[config.mk]
export PLATFORM = sky130hd
export DESIGN_NAME = irq_pend4
export DESIGN_NICKNAME = d
export VERILOG_FILES = /design/src/rtl/irq_pkg.sv /design/src/rtl/prio_sel4.sv /design/src/rtl/irq_pend4.sv
export SDC_FILE = /design/constraint.sdc
export NUM_CORES = 1
export LEC_CHECK = 0
export CORE_ASPECT_RATIO = 1.25
export CORE_MARGIN = 4
export CORE_UTILIZATION = 47
export DETAILED_ROUTE_END_ITERATION = 10
export PLACE_DENSITY = 0.77
export REMOVE_ABC_BUFFERS = 1
export SLEW_MARGIN = 20
export SYNTH_ARGS = -nofsm -noshare
export SYNTH_HDL_FRONTEND = slang
export SYNTH_SLANG_ARGS = --single-unit
[constraint.sdc]
create_clock -name CLK -period 1.3 [get_ports CLK]
set_input_delay 0.195 -clock CLK [delete_from_list [all_inputs] [get_ports CLK]]
set_output_delay 0.195 -clock CLK [all_outputs]
set_load 0.05 [all_outputs]
[src/rtl/irq_pkg.sv]
// Shared constants and state type for the interrupt request front-end.
package irq_pkg;

  localparam int unsigned NREQ = 4;
  localparam int unsigned IDW  = 2;

  typedef enum logic {
    ST_IDLE  = 1'b0,
    ST_ISSUE = 1'b1
  } state_e;

endpackage

[src/rtl/prio_sel4.sv]
// Combinational highest-set-bit selector; bit 3 wins, matching the downstream encoder.
module prio_sel4
  import irq_pkg::*;
(
  input  logic [NREQ-1:0] vec_i,
  output logic [IDW-1:0]  idx_o,
  output logic            any_o
);

  // Ascending scan so the highest set bit is the last one written.
  always_comb begin
    idx_o = '0;
    any_o = |vec_i;
    for (int unsigned i = 0; i < NREQ; i++) begin
      if (vec_i[i]) idx_o = IDW'(i);
    end
  end

endmodule

[src/rtl/irq_pend4.sv]
// Four-line IRQ front-end: synchronise, capture into sticky pending bits,
// mask, and issue one request at a time with an IRQ/ACK handshake.
module irq_pend4
  import irq_pkg::*;
#(
  parameter int unsigned EDGE = 1
) (
  input  logic            CLK,
  input  logic            RST_N,
  input  logic [NREQ-1:0] REQ,
  input  logic [NREQ-1:0] MASK,
  input  logic            ACK,
  output logic [NREQ-1:0] PEND,
  output logic            IRQ,
  output logic [IDW-1:0]  ID,
  output logic [NREQ-1:0] OVF
);

  logic [NREQ-1:0] s1_q, s2_q, s3_q;
  logic [1:0]      fill_q;
  logic [NREQ-1:0] pend_q, pend_d;
  logic [NREQ-1:0] ovf_q, ovf_d;
  logic            irq_q, irq_d;
  logic [IDW-1:0]  id_q, id_d;
  state_e          state_q, state_d;

  logic [NREQ-1:0] ev;
  logic [NREQ-1:0] clr;
  logic [IDW-1:0]  sel_idx;
  logic            sel_any;

  // Three-stage synchroniser plus a fill counter; fill_q saturates at 3 once
  // s3 holds a genuine post-reset sample.
  always_ff @(posedge CLK or negedge RST_N) begin
    if (!RST_N) begin
      s1_q   <= '0;
      s2_q   <= '0;
      s3_q   <= '0;
      fill_q <= '0;
    end else begin
      s1_q   <= REQ;
      s2_q   <= s1_q;
      s3_q   <= s2_q;
      fill_q <= (fill_q == 2'd3) ? fill_q : fill_q + 2'd1;
    end
  end

  // Capture events are held off until the chain has refilled after reset, so a
  // line already high at release reads as a level, not as a fresh rising edge.
  always_comb begin
    ev = '0;
    if (fill_q == 2'd3) begin
      ev = (EDGE != 0) ? (s2_q & ~s3_q) : s2_q;
    end
  end

  // One-hot clear of the issued bit on acknowledge.
  always_comb begin
    clr = '0;
    if (state_q == ST_ISSUE && ACK) clr[id_q] = 1'b1;
  end

  // Pending and overflow next state; a same-cycle set wins over the clear.
  always_comb begin
    pend_d = (pend_q & ~clr) | ev;
    ovf_d  = '0;
    if (EDGE != 0) ovf_d = (ovf_q & ~clr) | (ev & pend_q & ~clr);
  end

  prio_sel4 u_sel (
    .vec_i (pend_q & MASK),
    .idx_o (sel_idx),
    .any_o (sel_any)
  );

  // Issue FSM next state: latch the winner in IDLE, hold it until ACK.
  always_comb begin
    state_d = state_q;
    irq_d   = irq_q;
    id_d    = id_q;
    case (state_q)
      ST_IDLE: begin
        if (sel_any) begin
          state_d = ST_ISSUE;
          irq_d   = 1'b1;
          id_d    = sel_idx;
        end
      end
      ST_ISSUE: begin
        if (ACK) begin
          state_d = ST_IDLE;
          irq_d   = 1'b0;
        end
      end
      default: begin
        state_d = ST_IDLE;
        irq_d   = 1'b0;
      end
    endcase
  end

  // Pending, overflow and FSM registers.
  always_ff @(posedge CLK or negedge RST_N) begin
    if (!RST_N) begin
      pend_q  <= '0;
      ovf_q   <= '0;
      irq_q   <= 1'b0;
      id_q    <= '0;
      state_q <= ST_IDLE;
    end else begin
      pend_q  <= pend_d;
      ovf_q   <= ovf_d;
      irq_q   <= irq_d;
      id_q    <= id_d;
      state_q <= state_d;
    end
  end

  assign PEND = pend_q;
  assign OVF  = ovf_q;
  assign IRQ  = irq_q;
  assign ID   = id_q;

endmodule

# [Word-level counts from Yosys, hierarchy flattened]
# Cells that the tools add are included.
[totals] wordCells=44 reg_bits=26 out_inout_bits=11 inputBits=11
[classes] add_sub_neg=1 order_cmp=2 bitwise_logic=11 n_mux=13 reduce_logical=5 n_eq_ne=3
[ops] operator="4-bit bitwise AND" n=6
[ops] operator="4-bit two-way mux" n=2
[ops] operator="4-bit NOT" n=2
[ops] operator="4-bit OR" n=2
[ops] operator="1-bit two-way mux" n=6
[ops] operator="2-bit two-way mux" n=2
[ops] operator="2-bit != test, second input constant" n=2
[ops] operator="1-bit case mux with 2 select lines" n=2
[ops] operator="2-bit AND reduction" n=2
[ops] operator="4-bit OR reduction" n=1
[ops] operator="2-bit by 3-bit less-than comparator with 1-bit output, second input constant" n=1
[ops] operator="2-bit by 1-bit adder with 2-bit output, second input constant" n=1
[ops] operator="1-bit demux with 2-bit select" n=1
[ops] operator="2-bit equality test, second input constant" n=1
[ops] operator="2-bit by 1-bit >= comparator with 1-bit output, second input constant" n=1
[ops] operator="1-bit logical AND" n=2
[ops] operator="1-bit NOT" n=1

# [Logic depth before layout (Yosys ltp)]
# Gate-level depths: netlist of the first run.
[logic_depth] word_depth=8 ltp_mapped=5 depth_no_buf=4

# [Modules after synthesis]
# From an unflattened synthesis of the first run, not the netlist that was laid out.
[unflattened] cells_unflattened=66 area_unflattened_um2=950.9
[by_module_without_submodules] mod="irq_pend4" seq_area_each_um2=650.6 area_per_inst_um2=927.1 cells_per_inst=62 instances=1
[by_module_without_submodules] mod="prio_sel4" seq_area_each_um2=0.0 area_per_inst_um2=23.8 cells_per_inst=4 instances=1

# [Least setup slack after synthesis of the first run]
# No wires, ideal clock.
[synth_path] path_type="reg-to-reg" startpoint="register id_q[0] (netlist: ID[0])" endpoint="register pend_q[3] (netlist: PEND[3])" t_required_ns=1.178 path_stages_with_launch=3 t_arrival_ns=1.085 period_less_slack_ns=1.206 n_path_buf=0 setup_slack_ns=0.094 setup_ns=0.122 path_cell_list="dfrtp_1 > nand4_1 > a32o_1"
[synth_between] elab_chain_len=8 elab_cells_between_ends=9 classes_between="order compare (2); mux (3); bitwise (3); reduce/logical (1)"
[synth_lines] element="start: declaration" line_no="irq_pend4.sv:24" rtl="logic [IDW-1:0] id_q, id_d;"
[synth_lines] element="start signal: assignment" line_no="irq_pend4.sv:114" rtl="id_q <= id_d;"
[synth_lines] element="2-bit by 3-bit less-than comparator with 1-bit output (not written as such) / 2-bit by 1-bit >= comparator with 1-bit output (equally long branches)" line_no="irq_pend4.sv:60" rtl="if (state_q == ST_ISSUE && ACK) clr[id_q] = 1'b1;"
[synth_lines] element="1-bit logical AND (not written as such)" line_no="irq_pend4.sv:60"
[synth_lines] element="1-bit two-way mux (not written as such)" line_no="irq_pend4.sv:60"
[synth_lines] element="1-bit demux with 2-bit select (*)" line_no="irq_pend4.sv:60"
[synth_lines] element="4-bit two-way mux (*)" line_no="irq_pend4.sv:60"
[synth_lines] element="4-bit NOT (*)" line_no="irq_pend4.sv:65" rtl="pend_d = (pend_q & ~clr) | ev;"
[synth_lines] element="4-bit bitwise AND (*)" line_no="irq_pend4.sv:65"
[synth_lines] element="4-bit OR (*)" line_no="irq_pend4.sv:65"
[synth_lines] element="via pend_d[3]" line_no="irq_pend4.sv:21" rtl="logic [NREQ-1:0] pend_q, pend_d;"
[synth_lines] element="end signal: assignment" line_no="irq_pend4.sv:111" rtl="pend_q <= pend_d;"
[synth_lines] element="end: declaration" line_no="irq_pend4.sv:21"
# The timed path passes the listed nets; every way through them passes the cells marked *.
# A chain may end at the register's enable or synchronous reset.

# [Worst setup path after layout of the first run]
[layout_path] startpoint="register id_q[1] (netlist: ID[1])" endpoint="output port ID[1]"
[layout_lines] element="end: declaration" line_no="irq_pend4.sv:15" rtl="output logic [IDW-1:0] ID,"
# No word-level cell between the ends.

==> impl_metrics.yaml, run 1 <==
placement:
  place_inst: 111
  dpl.hpwl_um: 1390
  post_dp_cell_area_um2: 1280
  gp_congestion: 0.810
  port_buffers: 21
synthesis:
  netlist_area_um2: 951
  synth_compound_area_share_pct: 15.7
  yosysTopAreaCell: "dfrtp_1"
  synth_mux_area_share_pct: 1.18
  ys_seq_area_share_pct: 68.4
  synth-simple-area-share_pct: 8.55
  synth_top_family_by_area: "compound AO/OA/AOI/OAI gates"
  yosysMostFrequentCell: "dfrtp_1"
  synth_fa_ha_area_share_pct: 1.32
  async_flop_share_pct: 100
  ys.flop_type: "dfrtp_1"
  syn_avg_cell_area_um2: 13.2
  synth_commonest_cells: "dfrtp_1 (26), o21ai_0 (7), inv_1 (5), nand2_1 (5)"
  yosys.cell_types.count: 24
  synth-seq-cells: 26
  netlist.area_leader.share_pct: 68.4
  synth_xor_area_share_pct: 0.921
  yosys-top-cells-area: "dfrtp_1 (68%), o21ai_0 (3.7%), a22oi_1 (2.4%), nand3b_1 (2.4%), inv_1 (2.0%)"
  synth_edf_count: 0
  postSynthCellCount: 72
  ys_warn_count: 0
critical_path:
  max_stage_delay_ns: 0.55
  crit_required_ns: 1.11
  crit_path_start_kind: "flop"
  crit_family: "flip-flops"
  cp_slowest_cell: "dfrtp_1"
  crit_type: "reg2out"
  critPathBufInv: 1
  crit_fanout: 8
  arrival_ns: 1.05
  crit_path_end_kind: "output port"
  crit_path_cell_trace: "buf_12"
clocking:
  h-tree-depth: 1
  holdBufCountCts: 0
  numCtsBuffers: 3
  path_clk_slew_ns: 0.13
  cts_root_buf: "clkbuf_4"
  cts.sinks: 26
  cts_tree: "yes"
  post_cts_buffers: 0
  clock_path_buffers: 2
  clock_latency_ns: 0.31
detailed_routing:
  num_vias: 669
  wl_um: 1830
  drc: 0
  avgViaCountPerCell: 5.82
  antenna_left: 0
  first_pass_iters: 4
  routedWlPerCell_um: 15.9
  drtIter0Drc: 2
pwr:
  pwr-share-comb_pct: 46.9
  clock_power_share_pct: 12.4
  power.density_nw_per_um2: 2390
  pwr-share-seq_pct: 40.7
  p_switching_mw: 1.27
  irDropWorstVdd_uv: 1480
  internal_power_mw: 1.89
  p_leak_nw: 0.581
  switching_share_pct: 40.3
timing:
  tightest_slew_ns: 0.319
  maxSlewViolCount: 0
  setup_viol: 0
  period_share_pct: 95.5
  tns_ns: 0
  relSlewSlack_pct: 78.7
  hold_viol_final: 0
  rsz0062_at_grt: "false"
  fin_skew_ns: 0.0103
  max_freq_ghz: 0.805
  min_period_ns: 1.24
floorplan:
  start_util_pct: 51.4
  design.die.area_um2: 2810
  die_h_um: 58.3
  core_area_um2: 1850
  ios: 22
  row_count: 17
  die_w_um: 48.2
global_route:
  grt_usage_pct: 14.8
  grt_overflow_total: 0
  grt_first_pass_wirelength_um: 2950
  antenna_found_initial: 0
  grt_max_degree: 27
  grt_pass1_vias: 703
cells_and_area:
  num_antenna_cells: 0
  fin_nets: 109
  final_cell_area_um2: 1320
  drive_gt1_share_pct: 21.9
  fin_cells: 115
  area_delta_synth_final_pct: 39.2
min_path:
  worstHoldPathType: "in2async"
run:
  cap_viol_max_count: 0
run_status:
  status: "complete, no violations"
==> cells by family (layout without fill, tap and decap cells) <==
family / Yosys count / count (layout)
multiplexers: 1 / 1
XOR/XNOR: 1 / 1
buffers and inverters: 7 / 31
flip-flops: 26 / 26
adder cells (fa/ha/maj): 1 / 1
AND/OR/NAND/NOR: 16 / 16
AO/OA/AOI/OAI: 20 / 20
==> cell usage in the layout, fill, tap and decap left out, types with 3 or more instances in the layout <==
cell type,instances
dfrtp_1,25
buf_12,11
clkdlybuf4s50_1,10
o21ai_0,7
nand2_1,5
inv_1,5
nand3b_1,3
nor2_1,3
a22oi_1,3
clkbuf_4,3
==> through the flow <==
stage	setup WS, ns	hold WS, ns	total power [mW]	util (%)
floorplan	0.0936	-0.101	1.92	-
global placement	0.0580	0.333	2.75	69.4
detailed placement	-0.0339	0.337	2.79	69.4
CTS	0.0361	0.250	3.18	71.3
global route	0.00239	0.262	3.30	71.5
finish	0.0581	0.240	3.16	71.5
==> final cells by class <==
type | instances | area (µm²)
Sequential cell | 26 | 652
Fill cell | 121 | 527
Timing Repair Buffer | 22 | 328
Multi-Input combinational cell | 39 | 265
Clock buffer | 4 | 36.3
Tap cell | 19 | 23.8
Inverter | 5 | 18.8
==> sequential cells by signal, summed over array words and instances (netlist names) <==
| register | cells |
|---|---|
| s3_q | 4 |
| s2_q | 4 |
| ID | 2 |
| state_q | 1 |
| fill_q | 2 |
| IRQ | 1 |
| PEND | 4 |
| s1_q | 4 |
| OVF | 4 |
==> power by group through the flow <==
stage / combinational [mW] / clock [mW] / sequential (mW)
after floorplan: 0.228 / 0 / 1.69
after global placement: 1.46 / 0 / 1.28
after detailed placement: 1.49 / 0 / 1.30
after CTS: 1.49 / 0.405 / 1.28
after global routing: 1.55 / 0.441 / 1.32
final: 1.48 / 0.392 / 1.29
==> repair_timing <==
item                                    CTS  global route
endpoints found under the setup margin    0             3
hold endpoints to repair                  0             0
resized for setup                         0             2
==> worst paths after layout <==
check	startpoint	end	slack, ns	cells past startpoint
min in group CLK	REQ[2]	s1_q[2]$_DFF_PN0_	0.30	1
worst max register to register	fill_q[0]$_DFFE_PN0P_	OVF[1]$_DFF_PN0_	0.18	4
worst min register to register	s1_q[0]$_DFF_PN0_	s2_q[0]$_DFF_PN0_	0.36	0
worst max-delay path	ID[1]$_DFFE_PN0P_	ID[1]	0.06	1
worst min-delay path	RST_N	s3_q[3]$_DFF_PN0_	0.24	2
max in group asynchronous	RST_N	ID[0]$_DFFE_PN0P_	0.80	2
==> routing by layer <==
metal	part of all wire (%)	global-route usage, %	wire (µm)	vias up
li1	-	-	-	305
met1	39	17.1	713	323
met2	48	22.2	882	29
met3	7.7	2.45	141	12
met4	5.0	13.5	91	0
met5	0	0	0	-
Power figures use the tool's default switching activity.
==> inputs of run 2 (changes only) <==
--- a/config.mk
+++ b/config.mk
@@ -8,9 +8,11 @@
 export CORE_ASPECT_RATIO = 1.25
 export CORE_MARGIN = 4
 export CORE_UTILIZATION = 47
+export CTS_CLUSTER_DIAMETER = 120
 export DETAILED_ROUTE_END_ITERATION = 10
 export PLACE_DENSITY = 0.77
 export REMOVE_ABC_BUFFERS = 1
+export SKIP_LAST_GASP = 1
 export SLEW_MARGIN = 20
 export SYNTH_ARGS = -nofsm -noshare
 export SYNTH_HDL_FRONTEND = slang
==> results of run 2 <==
Final layout, timing and power as in run 1 (identical DEF).
==> inputs of run 3 (changes only) <==
--- a/config.mk
+++ b/config.mk
@@ -5,12 +5,15 @@
 export SDC_FILE = /design/constraint.sdc
 export NUM_CORES = 1
 export LEC_CHECK = 0
+export CELL_PAD_IN_SITES_DETAIL_PLACEMENT = 1
+export CELL_PAD_IN_SITES_GLOBAL_PLACEMENT = 1
 export CORE_ASPECT_RATIO = 1.25
 export CORE_MARGIN = 4
-export CORE_UTILIZATION = 47
+export CORE_UTILIZATION = 38
 export CTS_CLUSTER_DIAMETER = 120
 export DETAILED_ROUTE_END_ITERATION = 10
-export PLACE_DENSITY = 0.77
+export MAX_ROUTING_LAYER = met4
+export PLACE_DENSITY_LB_ADDON = 0.2
 export REMOVE_ABC_BUFFERS = 1
 export SKIP_LAST_GASP = 1
 export SLEW_MARGIN = 20
==> run 3 against run 2 <==
Against the previous run:
- sequential power hardly changed
- global-route usage is 1.2 points lower
- non-clock buffer count unchanged
- critical endpoint is now PEND[1]
==> impl_metrics.yaml, run 3 (synthesis results as in run 1) <==
floorplan:
  row_count: 20
  die_w_um: 52.7
  start_util_pct: 39.6
  ios: 22
  core_area_um2: 2400
  die_h_um: 63.9
  design.die.area_um2: 3370
clocking:
  cts_tree: "yes"
  h-tree-depth: 1
  clock_latency_ns: 0.32
  clock_path_buffers: 2
  cts_root_buf: "clkbuf_4"
  cts.sinks: 26
  numCtsBuffers: 3
  path_clk_slew_ns: 0.14
  holdBufCountCts: 0
critical_path:
  crit_fanout: 6
  critPathBufInv: 1
  cp_slowest_cell: "dfrtp_1"
  crit_path_cell_trace: "buf_12"
  crit_type: "reg2out"
  max_stage_delay_ns: 0.52
  crit_required_ns: 1.11
  crit_path_start_kind: "flop"
  crit_family: "flip-flops"
  arrival_ns: 1.01
  crit_path_end_kind: "output port"
global_route:
  grt_overflow_total: 0
  antenna_found_initial: 0
  grt_first_pass_wirelength_um: 3260
  grt_pass1_vias: 710
  grt_max_degree: 27
  grt_usage_pct: 13.6
timing:
  setup_viol: 0
  maxSlewViolCount: 0
  tightest_slew_ns: 0.326
  relSlewSlack_pct: 78.3
  max_freq_ghz: 0.828
  fin_skew_ns: 0.00794
  tns_ns: 0
  min_period_ns: 1.21
  hold_viol_final: 0
  rsz0062_at_grt: "false"
  period_share_pct: 92.9
cells_and_area:
  fin_nets: 109
  final_cell_mix: "dfrtp_1 (24), buf_12 (11), clkdlybuf4s50_1 (10)"
  num_antenna_cells: 0
  utilization_pct: 55.9
  layout_commonest_cell: "dfrtp_1"
  area_delta_synth_final_pct: 41.2
  drive_gt1_share_pct: 22.9
placement:
  gp_congestion: 0.724
  port_buffers: 21
  dpl.hpwl_um: 1410
run:
  cap_viol_max_count: 0
detailed_routing:
  antenna_left: 0
  wl_um: 1860
  drc: 0
  avgViaCountPerCell: 5.02
  first_pass_iters: 4
  routedWlPerCell_um: 14.4
  drtIter0Drc: 16
  num_vias: 648
pwr:
  power.density_nw_per_um2: 2350
  irDropWorstVdd_uv: 945
  p_leak_nw: 0.580
run_status:
  status: "complete, no violations"
min_path:
  worstHoldPathType: "in2async"
run 3: cell counts in the layout (fill, tap and decap cells not counted):
No cell type changed its count.
run 3: final cells by class:
class | count | area, µm²
timing repair buffer | 22 | 328
sequential | 26 | 653
clock buffer | 4 | 36.3
multi-input combinational | 39 | 265
inverter | 5 | 18.8
fill | 238 | 1060
tap | 33 | 41.3
run 3: worst paths after layout:
| path | from | end | slack (ns) | depth (start not counted) |
|---|---|---|---|---|
| hold reg to reg | s1_q[2]$_DFF_PN0_ | s2_q[2]$_DFF_PN0_ | 0.36 | 0 |
| hold / removal | RST_N | PEND[0]$_DFF_PN0_ | 0.22 | 2 |
| setup reg to reg | fill_q[0]$_DFFE_PN0P_ | OVF[3]$_DFF_PN0_ | 0.19 | 3 |
| setup / recovery | PEND[1]$_DFF_PN0_ | PEND[1] | 0.09 | 1 |
| max in group asynchronous | RST_N | ID[0]$_DFFE_PN0P_ | 0.80 | 2 |
| min in group CLK | REQ[0] | s1_q[0]$_DFF_PN0_ | 0.29 | 1 |
run 3: metrics by stage:
stage	cell area, µm²	hold WS (ns)	power (mW)	cells	setup slack, ns
floorplan	932	-0.101	1.92	70	0.0936
global placement	1300	0.333	2.75	125	0.0339
detailed placement	1300	0.336	2.79	125	0.00642
CTS	1340	0.230	3.20	129	0.0133
global route	1340	0.224	3.33	129	0.0314
finish	1340	0.224	3.16	129	0.0923
run 3: report_power, final:
group / switching (mW) / internal [mW]
clock network: 0.229 / 0.171
logic: 0.735 / 0.732
registers: 0.303 / 0.987
total: 1.27 / 1.89
run 3: per-layer routing:
| layer | vias to the layer above | GRT usage (%) | share of wire [%] |
|---|---|---|---|
| met5 | - | - | 0 |
| met4 | 0 | 5.75 | 0.70 |
| met3 | 2 | 3.26 | 5.7 |
| met2 | 20 | 20.8 | 52 |
| met1 | 318 | 17.0 | 42 |
| li1 | 308 | - | - |
run 3: repair_timing:
| action | 4_1_cts | 5_1_grt |
|---|---|---|
| gates resized for setup | 0 | 3 |
| setup buffers | 0 | 0 |
| setup endpoints to repair | 0 | 4 |
